`src/rtl/alarm_pkg.sv`:
```
// alarm_pkg: shared state type, default timing constants and timer width helper for the alarm ring controller.
package alarm_pkg;
  typedef enum logic [1:0] {IDLE, RING, SNOOZE} ring_state_t;
  localparam int DEF_RING_TIMEOUT_S = 60;
  localparam int DEF_SNOOZE_S = 300;
  localparam int DEF_MAX_SNOOZE = 3;
  function automatic int timer_w(input int a, input int b);
    return $clog2((a > b ? a : b) + 1);
  endfunction
endpackage

```
`src/rtl/sec_down_counter.sv`:
```
// sec_down_counter: loadable seconds counter that counts down on tick, stops at 1, and pulses expire on the last tick.
module sec_down_counter #(
  parameter int W = 8
) (
  input  logic         clk,
  input  logic         rst,
  input  logic         load,
  input  logic [W-1:0] load_val,
  input  logic         tick,
  output logic [W-1:0] count,
  output logic         expire
);
  always_ff @(posedge clk)
    if (rst) count <= '0;
    else if (load) count <= load_val;
    else if (tick && count > W'(1)) count <= count - W'(1);
  assign expire = tick && count == W'(1);
endmodule

```
`src/rtl/alarm_ring_controller.sv`:
```
// alarm_ring_controller: turns an alarm match into a ringing session with snooze, stop and auto-off.
module alarm_ring_controller
  import alarm_pkg::*;
#(
  parameter int RING_TIMEOUT_S = DEF_RING_TIMEOUT_S,
  parameter int SNOOZE_S       = DEF_SNOOZE_S,
  parameter int MAX_SNOOZE     = DEF_MAX_SNOOZE
) (
  input  logic                            clk,
  input  logic                            rst,
  input  logic                            tick_1hz,
  input  logic                            aa,
  input  logic                            snooze_btn,
  input  logic                            stop_btn,
  output logic                            buzzer,
  output logic                            ringing,
  output logic                            snoozing,
  output logic [$clog2(MAX_SNOOZE+1)-1:0] snooze_count
);
  localparam int TW = timer_w(RING_TIMEOUT_S, SNOOZE_S);
  localparam int SW = $clog2(MAX_SNOOZE + 1);
  ring_state_t state, state_n;
  logic aa_q, beep, beep_n, ev, load, expire;
  logic [SW-1:0] cnt_n;
  logic [TW-1:0] load_val, timer;
  assign ev = aa & ~aa_q;
  sec_down_counter #(.W(TW)) u_timer (
    .clk(clk), .rst(rst), .load(load), .load_val(load_val),
    .tick(tick_1hz), .count(timer), .expire(expire)
  );
  always_comb begin
    state_n = state;
    beep_n = beep;
    cnt_n = snooze_count;
    load = 1'b0;
    load_val = TW'(RING_TIMEOUT_S);
    case (state)
      IDLE:
        if (ev) begin
          state_n = RING;
          load = 1'b1;
          beep_n = 1'b1;
          cnt_n = '0;
        end
      RING:
        if (stop_btn) state_n = IDLE;
        else if (snooze_btn && snooze_count < SW'(MAX_SNOOZE)) begin
          state_n = SNOOZE;
          load = 1'b1;
          load_val = TW'(SNOOZE_S);
          cnt_n = snooze_count + SW'(1);
        end
        else if (expire) state_n = IDLE;
        else if (tick_1hz) beep_n = ~beep;
      SNOOZE:
        if (stop_btn) state_n = IDLE;
        else if (ev || expire) begin
          state_n = RING;
          load = 1'b1;
          beep_n = 1'b1;
          cnt_n = ev ? '0 : snooze_count;
        end
      default: state_n = IDLE;
    endcase
    if (state_n == IDLE) begin
      beep_n = 1'b0;
      cnt_n = '0;
    end
  end
  always_ff @(posedge clk)
    if (rst) begin
      state <= IDLE;
      aa_q <= 1'b0;
      beep <= 1'b0;
      snooze_count <= '0;
    end else begin
      state <= state_n;
      aa_q <= aa;
      beep <= beep_n;
      snooze_count <= cnt_n;
    end
  // a live session always holds a loaded, non-zero timer
  always_ff @(posedge clk)
    if (!rst && state != IDLE) assert (timer != '0);
  assign ringing = state == RING;
  assign snoozing = state == SNOOZE;
  assign buzzer = ringing & beep;
endmodule

```
`config.mk`:
```
export PLATFORM = sky130hd
export DESIGN_NAME = alarm_ring_controller
export DESIGN_NICKNAME = d
export VERILOG_FILES = /design/src/rtl/alarm_pkg.sv /design/src/rtl/sec_down_counter.sv /design/src/rtl/alarm_ring_controller.sv
export SDC_FILE = /design/constraint.sdc
export NUM_CORES = 1
export LEC_CHECK = 0
export ABC_AREA = 0
export CORE_MARGIN = 2
export CORE_UTILIZATION = 54
export CTS_BUF_LIST = sky130_fd_sc_hd__clkbuf_16
export CTS_CLUSTER_SIZE = 30
export DETAILED_ROUTE_END_ITERATION = 8
export PLACE_DENSITY = 0.8
export SLEW_MARGIN = 30
export SYNTH_ARGS = -nofsm -noshare
export SYNTH_HDL_FRONTEND = slang
export SYNTH_HIERARCHICAL = 1
export SYNTH_SLANG_ARGS = --single-unit
```
`constraint.sdc`:
```
create_clock -name clk -period 3.6 [get_ports clk]
set_clock_uncertainty 0.2 [all_clocks]
set_input_delay 0.36 -clock clk [delete_from_list [all_inputs] [get_ports clk]]
set_output_delay 0.36 -clock clk [all_outputs]
set_load 0.1 [all_outputs]
```
==> results by group, run 1 <==
Timing
  • Final worst-path cycle share: 84.4%
  • Fmax: 329 MHz
  • Fin Setup TNS: 0 ps
  • Slew headroom: 35.2%
  • Final setup viols: 0
  • Unrepaired setup endpoints after global routing: no
  • Fin. max-slew vios: 0
  • Slew @ Worst Pin: 969 ps
  • Final min period: 3040 ps
  • Final hold violation count: 0

Worst setup path
  • CP endpoint kind: register
  • Worst-path fanout max: 14
  • Startpoint type of the worst setup path: register
  • Data required, critical path: 3510 ps
  • R2R cell count: 10
  • Critical path type: register to register
  • CP Data Arrival Time: 2950 ps

Drt
  • DRT Pass-1 Iters: 4
  • DRT iter0 DRCs: 21
  • Average wire per standard cell: 14.8 µm
  • Post-route DRC: 0
  • Vias per std cell: 5.88
  • ANT nets after route: 0
  • Total Wirelength: 2250 µm
  • Vias: 893

Global route
  • Vias in the first global route: 852
  • Largest net degree at the start of global routing: 15
  • First-pass GRT wire length: 3700 µm
  • Remaining global-route overflow: 0
  • Initial antenna violation count: 0
  • Aggregate global-route resource usage: 24.1%

Yosys
  • Netlist Area Pre-Place: 972 µm²
  • Synth warnings: 6
  • Ys async rst share: 0%
  • Synth Instances: 109
  • Seq/Total Area, Yosys: 30.9%
  • Synth Flop Type: dfxtp_1
  • Top cells by area, synth: dfxtp_1 (31%), a211oi_1 (3.9%), a211oi_2 (3.9%)
  • Synth Register Bits: 15
  • Share of the synthesized area in the top cell type: 30.9%
  • Post-synth EDFFs: 0
  • Netlist cell types: 47
  • Area leader, netlist: dfxtp_1
  • Mean Syn Cell Area: 8.92 µm²

Finish
  • Commonest cells after routing, fill and taps aside: dfxtp_1 (15), inv_1 (10), nor2_1 (9), clkdlybuf4s50_1 (8), conb_1 (7)
  • P&R area growth vs syn: 23.0%
  • Layout Nets: 137
  • Layout cell share with drive strength beyond 1: 16.5%
  • Commonest non-fill, non-tap cell in the layout: dfxtp_1
  • Antenna cell count: 0

Die
  • Die W: 46.4 µm
  • Row cnt: 15
  • Die H: 46.4 µm
  • CORE AREA: 0.00171 mm²
  • I/O pins: 11
  • Starting Density: 56.9%
  • Area of the die: 0.00216 mm²

Clocking
  • Post-cts resize count: 0
  • Hold buffers post-CTS: 0
  • Num CTS Buffers: 3
  • Clock Latency Late Sink: 240 ps
  • Setup Buffers After CTS: 0
  • CTS sink count: 15
  • H-Tree Depth: 1
  • Buffer depth of the longest clock path: 2
  • Root buffer cell: clkbuf_16
  • TritonCTS clock tree: done
  • Clk pin slew, worst setup/hold paths: 50 ps

Power
  • Switching pwr: 0.170 mW
  • Clk pwr share: 37.6%
  • Total Power: 0.564 mW
  • PD cells: 472 mW/mm²
  • Combinational Power Share: 25.6%
  • Sequential power share: 36.8%
  • Internal Power: 0.394 mW
  • Worst VDD drop: 0.502 mV
  • Leak pwr: 0.461 nW
  • Switching part of the total power: 30.1%

Place
  • Input/output buffers: 10
  • Placer congestion estimate: 0.858
  • Estimated wirelength of the detail-placed design: 1620 µm

Hold path
  • Hold Crit Class: register to register
  • Worst Hold Depth: 2

Flow run
  • Max-Cap Viols: 0

Run status
  • Status: completed
[worst max-delay path, cell delays in order (launching register included)]
cell	delay, ps
dfxtp_1	330
inv_1	90
ha_1	150
or4bb_2	600
nor3_1	330
nand2_1	100
a221oi_1	380
or2_2	240
inv_1	210
nand4b_1	170
o211ai_1	100
[power by group through the flow]
stage / Combinational, mW / Clock (mW) / Sequential [mW]
after floorplan: 0.110 / 0 / 0.204
after global placement: 0.136 / 0 / 0.209
after detailed placement: 0.140 / 0 / 0.210
after CTS: 0.141 / 0.214 / 0.207
after global routing: 0.158 / 0.221 / 0.211
final: 0.144 / 0.212 / 0.208
[path summary, 6_finish.rpt]
kind / startpoint / to / slack, ps
max: u_timer/count[1]$_SDFFE_PP0P_ / u_timer/count[1]$_SDFFE_PP0P_ / 560
min: beep$_SDFFE_PP0P_ / beep$_SDFFE_PP0P_ / 310
max reg2reg: u_timer/count[1]$_SDFFE_PP0P_ / u_timer/count[1]$_SDFFE_PP0P_ / 560
min reg2reg: beep$_SDFFE_PP0P_ / beep$_SDFFE_PP0P_ / 310
[cells in the mapped netlist, types with 3 or more instances]
master,count
a211oi_1,5
a211oi_2,3
a21oi_1,3
a221oi_1,4
dfxtp_1,15
ha_1,3
inv_1,9
nand2_1,6
nor2_1,9
nor3_1,3
xnor2_1,3
[cell type report]
type	instances	area (µm²)
timing repair buffer	11	103
sequential	15	300
multi-input combinational	88	649
tap	25	31.3
inverter	9	33.8
clock buffer	3	75.1
fill	127	512
clock inverter	1	3.75
[sequential cells by signal (all words and copies together) (netlist names)]
signal	flops
snooze_count	2
u_timer/count	9
aa_q	1
state	2
beep	1
[kinds of logic (layout without fill, tap and decap cells)]
| kind of cell | count (synthesis) | count (layout) | share of synthesized area (%) |
|---|---|---|---|
| flip-flops | 15 | 15 | 30.9 |
| XOR/XNOR | 4 | 4 | 3.60 |
| AO/OA/AOI/OAI | 34 | 34 | 30.0 |
| AND/OR/NAND/NOR | 40 | 40 | 26.6 |
| other | 2 | 7 | 0.772 |
| buffers and inverters | 11 | 24 | 4.25 |
| adder cells (fa/ha/maj) | 3 | 3 | 3.86 |
[per-layer routing]
metal,vias to the layer above,part of all wire (%),track usage (%)
li1,443,-,-
met1,424,48,32.1
met2,22,48,38.1
met3,4,3.3,6.27
met4,0,1.3,6.86
met5,-,0,0
[through the flow]
step	hold WS [ps]	instance area, µm²	worst slack, ps	util (%)	instances
6_report	310	1200	560	70.0	152
5_1_grt	331	1200	257	70.0	152
4_1_cts	314	1200	559	70.0	152
3_5_place_dp	304	1120	367	65.4	148
3_3_place_gp	286	1120	441	65.4	148
2_1_floorplan	232	991	699	-	114
No activity file was read; power rests on OpenSTA's default activity.
==> run 2: changes to the inputs <==
Settings changed: CORE_ASPECT_RATIO set to 1.4, CORE_UTILIZATION 54 to 49, PLACE_DENSITY 0.8 to 0.77.
Clock period 3.6 ns to 2.5 ns, I/O delays scaled along.
==> results by group, run 2 (synthesis results as in run 1) <==
Timing
  • Final setup viols: 0 (unchanged)
  • Unrepaired setup endpoints after global routing: yes
  • Final WS setup: 44.3 ps (-516 ps)
  • Final min period: 2460 ps (-584 ps)
  • Final hold violation count: 0 (unchanged)
  • Final worst-path cycle share: 98.2% (+14 points)
  • Fin. max-slew vios: 0 (unchanged)
  • Fmax: 407 MHz (+24%)

Flow run
  • Max-Cap Viols: 0 (unchanged)

Place
  • Input/output buffers: 10 (unchanged)
  • Pre-CTS setup slack: -211 ps (-578 ps)
  • Placer congestion estimate: 0.879 (+2.4%)
  • Estimated wirelength of the detail-placed design: 1920 µm (+19%)

Finish
  • Layout Nets: 157 (+15%)
  • Commonest non-fill, non-tap cell in the layout: buf_4
  • Antenna cell count: 0 (unchanged)
  • Top flop regs: u_timer/count x9, snooze_count x2, state x2
  • Layout cell share with drive strength beyond 1: 42.2% (+26 points)
  • P&R area growth vs syn: 49.8%
  • Fill cell count: 126 (-0.79%)
  • Largest register FFs: 9 (unchanged)
  • Top reg by flops: u_timer/count
  • Commonest cells after routing, fill and taps aside: buf_4 (24), dfxtp_1 (11), inv_1 (7), nor2_1 (7), conb_1 (7)

Global route
  • Largest net degree at the start of global routing: 15 (unchanged)
  • Initial antenna violation count: 0 (unchanged)
  • Aggregate global-route resource usage: 22.6% (-1.5 points)
  • Remaining global-route overflow: 0 (unchanged)
  • Vias in the first global route: 942 (+11%)
  • First-pass GRT wire length: 4080 µm (+10%)

Drt
  • Average wire per standard cell: 15.7 µm (+6.0%)
  • Post-route DRC: 0 (unchanged)
  • DRT iter0 DRCs: 12 (-43%)
  • Total Wirelength: 2640 µm (+17%)
  • Vias per std cell: 5.81 (-1.1%)
  • ANT nets after route: 0 (unchanged)
  • Vias: 976 (+9.3%)
  • DRT Pass-1 Iters: 4 (unchanged)

Clocking
  • Root buffer cell: clkbuf_16
  • Buffer depth of the longest clock path: 2 (unchanged)
  • Num CTS Buffers: 3 (unchanged)
  • H-Tree Depth: 1 (unchanged)
  • CTS sink count: 15 (unchanged)
  • Clk pin slew, worst setup/hold paths: 50 ps (about the same)
  • TritonCTS clock tree: done
  • Clock Latency Late Sink: 250 ps (about the same)

Worst setup path
  • Critical path type: register to register
  • CP Data Arrival Time: 2400 ps (-550 ps)
  • Worst-path fanout max: 3 (-11)
  • Data required, critical path: 2440 ps (-1070 ps)
  • Startpoint type of the worst setup path: register
  • FF-to-FF setup slack: 40 ps (-520 ps)
  • CP endpoint kind: register

Die
  • Row cnt: 19 (+4)
  • Area of the die: 0.00236 mm² (+9.5%)
  • Starting Density: 50.5% (-6.4 points)
  • Die H: 56.7 µm (+22%)
  • I/O pins: 11 (unchanged)
  • CORE AREA: 0.00193 mm² (+13%)
  • Die W: 41.6 µm (-10%)

Power
  • Worst VDD drop: 0.771 mV (+53%)
  • PD cells: 627 mW/mm² (+33%)
  • Total Power: 0.914 mW (+62%)
  • Leak pwr: 0.591 nW (+28%)

Hold path
  • Hold Crit Class: register to register

Run status
  • Status: completed
run 2: metal layers:
layer	wire [µm]	vias to the layer above	track usage, %	share of wire, %
li1	-	487	-	-
met1	1050	453	22.7	40
met2	1430	27	41.5	54
met3	84	9	4.82	3.2
met4	71	0	12.9	2.7
met5	0	-	0	0
run 2: timing repair:
item | in CTS | in global routing
hold buffers | 0 | 0
gates resized for setup | 4 | 17
hold endpoints to repair | 0 | 0
setup endpoints to repair | 7 | 10
gates cloned | 0 | 1
pin swaps | 3 | 8
buffers inserted | 1 | 2
run 2: path summary, 6_finish.rpt:
| kind | startpoint | end | cells past startpoint |
|---|---|---|---|
| worst min-delay path | beep$_SDFFE_PP0P_ | beep$_SDFFE_PP0P_ | 2 |
| worst max-delay path | u_timer/count[1]$_SDFFE_PP0P_ | snooze_count[0]$_SDFFE_PP0P_ | 10 |
| worst max register to register | u_timer/count[1]$_SDFFE_PP0P_ | snooze_count[0]$_SDFFE_PP0P_ | 10 |
| worst min register to register | beep$_SDFFE_PP0P_ | beep$_SDFFE_PP0P_ | 2 |
run 2: area by class of cell:
cell class                 count  area [µm²]  share of cell area [%]
multi-input combinational     88         743                    51.0
sequential                    15         305                    21.0
timing repair buffer          30         244                    16.8
clock buffer                   3        75.1                    5.15
inverter                       9        46.3                    3.18
tap                           21        26.3                    1.80
timing repair inverter         1        8.76                   0.601
clock inverter                 1        7.51                   0.515
run 2: worst max-delay path: stages, from the launching register on:
cell       delay [ps]
dfxtp_2           320
inv_2              70
ha_4              130
or4bb_4           460
nor3_4            180
nand2_1            80
a221oi_2          270
buf_4             160
a221oi_2           30
buf_4             170
a2111oi_4         280
run 2: through the flow:
step / hold slack, ps / instance area (µm²) / util [%] / TNS, ps / instances
floorplan: 122 / 1030 / - / 0 / 114
global placement: 284 / 1250 / 65.0 / -869 / 160
detailed placement: 300 / 1250 / 65.0 / -1370 / 160
CTS: 308 / 1360 / 70.4 / 0 / 165
global route: 361 / 1460 / 75.6 / -184 / 168
finish: 323 / 1460 / 75.6 / 0 / 168
run 2: report_power, final:
group / internal [mW] / leakage (nW) / switching (mW)
Clock: 0.216 / 0.0371 / 0.111
Sequential: 0.265 / 0.125 / 0.0222
Combinational: 0.144 / 0.428 / 0.156
==> run 3: changes to the inputs <==
Settings changed: SKIP_LAST_GASP set to 1.
==> results by group, run 3 (synthesis results as in run 1) <==
Worst setup path
  • Critical path type: register to register
  • FF-to-FF setup slack: 80 ps (+30 ps)
  • Crit path max-delay family: simple AND/OR/NAND/NOR gates
  • Critical Path Source: u_timer/count[1]$_SDFFE_PP0P_
  • Reg2reg start: u_timer/count[1]$_SDFFE_PP0P_
  • R2R cell count: 10 (unchanged)
  • Startpoint type of the worst setup path: register
  • Cell mode on critical path: buf_4
  • Slowest stage delay, CP: 460 ps (about the same)
  • CP Data Arrival Time: 2370 ps (-30 ps)
  • Buf/Inv on CP: 3 (unchanged)
  • R2R Path End: snooze_count[0]$_SDFFE_PP0P_
  • CP endpoint kind: register
  • Data required, critical path: 2450 ps (about the same)
  • Critical Path, Cell by Cell: inv_2 -> ha_2 -> or4bb_4 -> nor3_4 -> nand2_1 -> a221oi_2 -> buf_4 -> a221oi_1 -> buf_4 -> a2111oi_4
  • Worst-path fanout max: 3 (unchanged)
  • Slowest-stage cell, CP: or4bb_4

Timing
  • Final setup viols: 0 (unchanged)
  • Final worst-path cycle share: 96.9% (-1.4 points)
  • Fmax: 413 MHz (+1.4%)
  • Fin Setup TNS: 0 ps (unchanged)
  • Final min period: 2420 ps (-34.0 ps)
  • Fin. max-slew vios: 0 (unchanged)
  • Final hold violation count: 0 (unchanged)

Power
  • PD cells: 636 mW/mm² (+1.3%)
  • Leak pwr: 0.579 nW (-1.9%)
  • Worst VDD drop: 0.772 mV (+0.16%)

Clocking
  • Clk pin slew, worst setup/hold paths: 50 ps (about the same)
  • Root buffer cell: clkbuf_16
  • TritonCTS clock tree: done
  • Clock Latency Late Sink: 250 ps (about the same)
  • H-Tree Depth: 1 (unchanged)
  • Hold buffers post-CTS: 0 (unchanged)
  • Num CTS Buffers: 3 (unchanged)
  • CTS sink count: 15 (unchanged)
  • Buffer depth of the longest clock path: 2 (unchanged)

Global route
  • First-pass GRT wire length: 4080 µm (unchanged)
  • Initial antenna violation count: 0 (unchanged)
  • Aggregate global-route resource usage: 22.6% (unchanged)
  • Vias in the first global route: 942 (unchanged)
  • Largest net degree at the start of global routing: 15 (unchanged)
  • Remaining global-route overflow: 0 (unchanged)

Die
  • Starting Density: 50.5% (unchanged)
  • Die W: 41.6 µm (unchanged)
  • CORE AREA: 0.00193 mm² (unchanged)
  • I/O pins: 11 (unchanged)
  • Row cnt: 19 (unchanged)
  • Area of the die: 0.00236 mm² (unchanged)
  • Die H: 56.7 µm (unchanged)

Drt
  • Vias per std cell: 5.83 (+0.39%)
  • Vias: 974 (-0.20%)
  • Total Wirelength: 2590 µm (-2.0%)
  • Post-route DRC: 0 (unchanged)
  • ANT nets after route: 0 (unchanged)
  • Average wire per standard cell: 15.5 µm (-1.4%)
  • DRT Pass-1 Iters: 4 (unchanged)
  • DRT iter0 DRCs: 12 (unchanged)

Place
  • Placer congestion estimate: 0.879 (unchanged)
  • Placed Area: 0.00125 mm² (unchanged)
  • Estimated wirelength of the detail-placed design: 1920 µm (unchanged)
  • Inst Count DP: 160 (unchanged)
  • Input/output buffers: 10 (unchanged)

Finish
  • Finished layout cell area: 0.00143 mm² (-2.1%)
  • Layout Cells excl Fill: 167 (-0.60%)
  • P&R area growth vs syn: 46.7%
  • Largest register FFs: 9 (unchanged)
  • Antenna cell count: 0 (unchanged)
  • Top flop regs: u_timer/count x9, snooze_count x2, state x2
  • Commonest cells after routing, fill and taps aside: buf_4 (24), dfxtp_1 (13), inv_1 (7), nor2_1 (7), conb_1 (7)
  • Top reg by flops: u_timer/count
  • Layout Nets: 156 (-0.64%)
  • Commonest non-fill, non-tap cell in the layout: buf_4
  • Layout cell share with drive strength beyond 1: 39.7% (-2.5 points)

Hold path
  • Hold Crit Class: register to register
  • Hold_sp: beep$_SDFFE_PP0P_
  • Worst Hold Depth: 2 (unchanged)
  • Worst Hold Endpoint: beep$_SDFFE_PP0P_

Run status
  • Status: completed

Flow run
  • Max-Cap Viols: 0 (unchanged)
run 3: cell types whose count changed in the layout (fill, tap and decap cells not counted):
cell	before	now
a221oi_2	4	3
buf_6	1	0
a221oi_1	0	1
ha_4	1	0
ha_2	0	1
dfxtp_2	4	2
dfxtp_1	11	13
run 3: metrics by stage:
| stage | power, mW | hold WS (ps) | setup slack, ps | utilization, % |
|---|---|---|---|---|
| 2_1_floorplan | 0.465 | 122 | 11.4 | - |
| 3_3_place_gp | 0.547 | 284 | -116 | 65.0 |
| 3_5_place_dp | 0.554 | 300 | -211 | 65.0 |
| 4_1_cts | 0.886 | 308 | -4.77 | 70.4 |
| 5_1_grt | 0.946 | 331 | -33.7 | 74.1 |
| 6_report | 0.907 | 303 | 78.4 | 74.1 |
run 3: repair_timing:
action / 4_1_cts / 5_1_grt
cloned: 0 / 1
pin swaps: 2 / 6
resized for setup: 4 / 12
setup endpoints to repair: 7 / 12
setup buffers: 1 / 1
run 3: where the power goes:
group / total (mW) / internal [mW] / switching [mW]
sequential: 0.286 / 0.264 / 0.0216
clock: 0.329 / 0.216 / 0.113
combinational: 0.292 / 0.139 / 0.153
run 3: cell type report:
class / count / area (µm²)
timing repair inverter: 1 / 8.76
clock buffer: 3 / 75.1
timing repair buffer: 29 / 233
inverter: 9 / 46.3
clock inverter: 1 / 7.51
tap: 21 / 26.3
sequential: 15 / 303
fill: 132 / 499
multi-input combinational: 88 / 727
run 3: worst max-delay path by stage:
| stage | to | cells past startpoint |
|---|---|---|
| floorplan | u_timer/count[1]$_SDFFE_PP0P_ | 11 |
| global placement | beep$_SDFFE_PP0P_ | 9 |
| detailed placement | snooze_count[0]$_SDFFE_PP0P_ | 8 |
| CTS | snooze_count[0]$_SDFFE_PP0P_ | 9 |
| global route | snooze_count[0]$_SDFFE_PP0P_ | 10 |
| finish | snooze_count[0]$_SDFFE_PP0P_ | 10 |
run 3: worst reg2reg max path: cells and delay by family (launching register included):
family                     cells  cell delay, ps
and+or+nand+nor                3             680
AOI/OAI and AO/OA              3             580
buffers and inverters          3             380
DFF                            1             310
adders and majority gates      1             160
run 3: per-layer routing:
layer	vias to the layer above	track usage [%]	share of wire, %
met3	9	4.82	3.6
met4	0	12.9	2.7
met5	-	0	0
met2	27	41.5	54
met1	454	22.7	40
li1	484	-	-
==> variant 1: new RTL, config.mk and constraints of run 1 <==
`DEF_MAX_SNOOZE`: 3 -> 5.
--- a/src/rtl/alarm_pkg.sv
+++ b/src/rtl/alarm_pkg.sv
@@ -3,7 +3,7 @@
   typedef enum logic [1:0] {IDLE, RING, SNOOZE} ring_state_t;
   localparam int DEF_RING_TIMEOUT_S = 60;
   localparam int DEF_SNOOZE_S = 300;
-  localparam int DEF_MAX_SNOOZE = 3;
+  localparam int DEF_MAX_SNOOZE = 5;
   function automatic int timer_w(input int a, input int b);
     return $clog2((a > b ? a : b) + 1);
   endfunction
Interface: changed (resized snooze_count); port bits go from 11 to 12. No check against the original RTL was run, so the function may have changed too.
==> variant 1 against run 1 <==
Total power grew 4.2%. Final area increased by 9.1%. Critical path depth is 1 lower. Area after synthesis rose by 11%. First-iteration DRC count decreased by 29%. Sequential cell count grew 1. Routed wire length is 5.2% lower. Worst setup slack lost 0.031 ns. Register-to-register slack gained 0.02 ns. Critical endpoint unchanged. Highest routed layer unchanged.
==> variant 1: results <==
export IMPL_largest_registers="u_timer/count: 9 flops, snooze_count: 3 flops, state: 2 flops"
export IMPL_slowest_delay_ns=0.57
export IMPL_clk_pin_slew_ns=0.05
export IMPL_use_met2=0.356
export IMPL_n_all_buffers=12
export IMPL_grt_pass1_wl_um=3750
export IMPL_min_to="beep$_SDFFE_PP0P_"
export IMPL_ys_seq_area_frac=0.296
export IMPL_wire_per_inst_um=13.3
export IMPL_multi_input_area_sq_um=732
export IMPL_pre_cts_slack_ns=0.290
export IMPL_status="finished clean"
export IMPL_slew_headroom=0.355
export IMPL_multi_input_area_share=0.561
export IMPL_grtUsageMet3=0.0215
export IMPL_synth_cell_types=52
export IMPL_cp_top_family="simple AND/OR/NAND/NOR gates"
export IMPL_ys_ff_latch=16
export IMPL_viasPerCell=5.73
export IMPL_num_nonclk_inverters=8
export IMPL_cp_end_kind="register"
export IMPL_syn_cell_area_sq_mm=0.00108
export IMPL_drt_iter0_markers=15
export IMPL_drive_gt1_frac=0.224
export IMPL_holdWs_ns=0.329
export IMPL_powerComb_uw=154
export IMPL_synth_commonest_cells="dfxtp_1, nor2_1, inv_1"
export IMPL_num_multi_input_gates=94
export IMPL_final_nonclk_buf_share=0.0844
export IMPL_synth_avg_cell_area_sq_um=9.33
export IMPL_seq_share=0.245
export IMPL_port_buffers=11
export IMPL_dp_hpwl_um=1580
export IMPL_ctsResizeCount=0
export IMPL_place_congestion=0.810
export IMPL_grt_use_met1=0.242
export IMPL_cp_slowest_cell="clkdlybuf4s50_1"
export IMPL_dpl_cell_count=157
export IMPL_timing_final_ws_setup_ns=0.529
export IMPL_antenna_found_initial=0
export IMPL_arrival_ns=2.98
export IMPL_combPwrFrac=0.262
export IMPL_synth_area_leaders="dfxtp_1, a211oi_2, nor2_1, ha_1, o311ai_2"
export IMPL_p_leak_uw=0.000484
export IMPL_nNetsFinal=144
export IMPL_startpoint="tick_1hz"
export IMPL_fillers=171
export IMPL_clk_share=0.0604
export IMPL_postPlaceCellArea_sq_mm=0.00123
export IMPL_diodes=0
export IMPL_rrSetupSlack_ns=0.58
export IMPL_drtPass1Iterations=4
export IMPL_peakVddDrop_mv=0.263
export IMPL_grt_pass1_vias=876
export IMPL_crit_fanout=14
export IMPL_p_sw_uw=176
export IMPL_nClkBuffers=3
export IMPL_grt_usage=0.200
variant 1: worst reg2reg max path, delay by kind of cell (launching register included):
| kind | cells | cell delay [ns] |
|---|---|---|
| compound gates | 2 | 0.37 |
| fa+ha+maj | 1 | 0.16 |
| buf+inv | 2 | 0.34 |
| flops | 1 | 0.33 |
| simple gates | 5 | 1.47 |
variant 1: metal layers:
layer | vias to the layer above | wire (um) | share of wire
met4 | 0 | 34 | 0.016
met5 | - | 0 | 0
met1 | 422 | 948 | 0.44
li1 | 472 | - | -
met3 | 4 | 87 | 0.041
met2 | 24 | 1070 | 0.50
variant 1: kinds of logic (layout without fill, tap and decap cells):
logic type,Yosys count,in the layout,synth area share
AND/OR/NAND/NOR,43,43,0.271
AO/OA/AOI/OAI,36,36,0.305
flip-flops,16,16,0.296
buffers and inverters,11,24,0.0451
XOR/XNOR,4,4,0.0324
adder cells (fa/ha/maj),3,3,0.0347
other,2,7,0.00694
multiplexers,1,1,0.00925
==> variant 2: new RTL, settings of run 1 <==
Without the edit above. Make the reset (`rst`) asynchronous in 2 clocked blocks.
--- a/src/rtl/sec_down_counter.sv
+++ b/src/rtl/sec_down_counter.sv
@@ -10,7 +10,7 @@
   output logic [W-1:0] count,
   output logic         expire
 );
-  always_ff @(posedge clk)
+  always_ff @(posedge clk or posedge rst)
     if (rst) count <= '0;
     else if (load) count <= load_val;
     else if (tick && count > W'(1)) count <= count - W'(1);
--- a/src/rtl/alarm_ring_controller.sv
+++ b/src/rtl/alarm_ring_controller.sv
@@ -67,7 +67,7 @@
       cnt_n = '0;
     end
   end
-  always_ff @(posedge clk)
+  always_ff @(posedge clk or posedge rst)
     if (rst) begin
       state <= IDLE;
       aa_q <= 1'b0;
Behaviour: differs if rst is asserted again (counterexample within 4 cycles, from zero or initial values and one cycle with rst high); with rst held inactive, the same outputs for 10 cycles.
==> variant 2 against run 1 <==
Sequential cell count unchanged. Worst setup slack got worse by 0.31 ns. Via count increased by 30%. Routed wire length increased by 38%. Global-route usage increased by 2.6 points. Final area increased by 16%. Area after synthesis increased by 22%.
Power is not compared: it rests on default switching activity, and its combinational part moved more than twofold at a synthesized area within 25%.
==> variant 2: results <==
export IMPL_stdcell_area_sq_mm=0.00139
export IMPL_drt_iter0_markers=57
export IMPL_grt_pass1_vias=1107
export IMPL_synthArstFlopShare=1.00
export IMPL_use_met2=0.443
export IMPL_hold_path_class="primary input to async pin"
export IMPL_power_uw=1220
export IMPL_synth_avg_cell_area_sq_um=8.79
export IMPL_synth_cell_types=50
export IMPL_crit_fanout=16
export IMPL_slowest_delay_ns=0.65
export IMPL_synth_commonest_cells="dfrtp_1, inv_1, nor2_1"
export IMPL_synth_area_leaders="dfrtp_1, ha_1, a31oi_1, o21ai_0, inv_1"
export IMPL_fillers=175
export IMPL_dp_hpwl_um=2010
export IMPL_yosysTopAreaCell="dfrtp_1"
export IMPL_grt_max_degree=17
export IMPL_dpl_cell_count=175
export IMPL_place_congestion=0.939
export IMPL_ys_seq_area_frac=0.316
export IMPL_postCtsSetupBuffers=0
export IMPL_wirelength_um=3110
export IMPL_grtUsageMet3=0.0322
export IMPL_dr_total_vias=1158
export IMPL_status="finished clean"
export IMPL_drive_gt1_frac=0.0987
export IMPL_clock_path_buffers=2
export IMPL_grt_pass1_wl_um=5150
export IMPL_cp_slowest_cell="nor3_1"
export IMPL_intPower_uw=621
export IMPL_arrival_ns=3.28
export IMPL_pre_cts_slack_ns=0.430
export IMPL_wire_per_inst_um=17.4
export IMPL_peakVddDrop_mv=0.572
export IMPL_nNetsFinal=166
export IMPL_postPlaceCellArea_sq_mm=0.00131
export IMPL_slew_headroom=0.356
export IMPL_grt_usage=0.267
-- variant 2: cell count changes after synthesis, sizes merged, moves of 3 or more --
cell    change
nor3        +3
a211oi      -7
ha          +4
dfxtp      -15
dfrtp      +15
xnor2       -3
o21ai       +8
a31oi       +6
-- variant 2: final cells by class --
cell class / count / area share
repair buffers: 11 / 0.0719
inverters: 11 / 0.0296
multi-input cells: 111 / 0.547
clock inverters: 1 / 0.00359
flip-flops and latches: 15 / 0.270
well taps: 27 / 0.0243
clock buffers: 3 / 0.0539
-- variant 2: metal layers --
| layer | up-vias | part of all wire |
|---|---|---|
| met5 | - | 0 |
| met4 | 0 | 0.020 |
| met1 | 565 | 0.43 |
| met2 | 45 | 0.48 |
| met3 | 9 | 0.062 |
| li1 | 539 | - |
-- variant 2: kinds of logic after synthesis --
family          after synthesis  synth area share
compound gates               45             0.300
fa+ha+maj                     7            0.0738
buf+inv                      14            0.0570
flops                        15             0.316
other cells                   2           0.00633
simple gates                 52             0.247
-- variant 2: path summary, 6_finish.rpt --
| kind | from | endpoint | slack (ns) | cells past startpoint |
|---|---|---|---|---|
| hold reg to reg | u_timer/count[2]$_DFFE_PP0P_ | u_timer/count[2]$_DFFE_PP0P_ | 0.41 | 1 |
| min in group clk | u_timer/count[2]$_DFFE_PP0P_ | u_timer/count[2]$_DFFE_PP0P_ | 0.41 | 1 |
| setup reg to reg | u_timer/count[2]$_DFFE_PP0P_ | u_timer/count[8]$_DFFE_PP0P_ | 0.25 | 8 |
| max in group asynchronous | rst | u_timer/count[4]$_DFFE_PP0P_ | 2.70 | 2 |
| setup / recovery | u_timer/count[2]$_DFFE_PP0P_ | u_timer/count[8]$_DFFE_PP0P_ | 0.25 | 8 |
| hold / removal | rst | snooze_count[1]$_DFFE_PP0P_ | 0.18 | 2 |
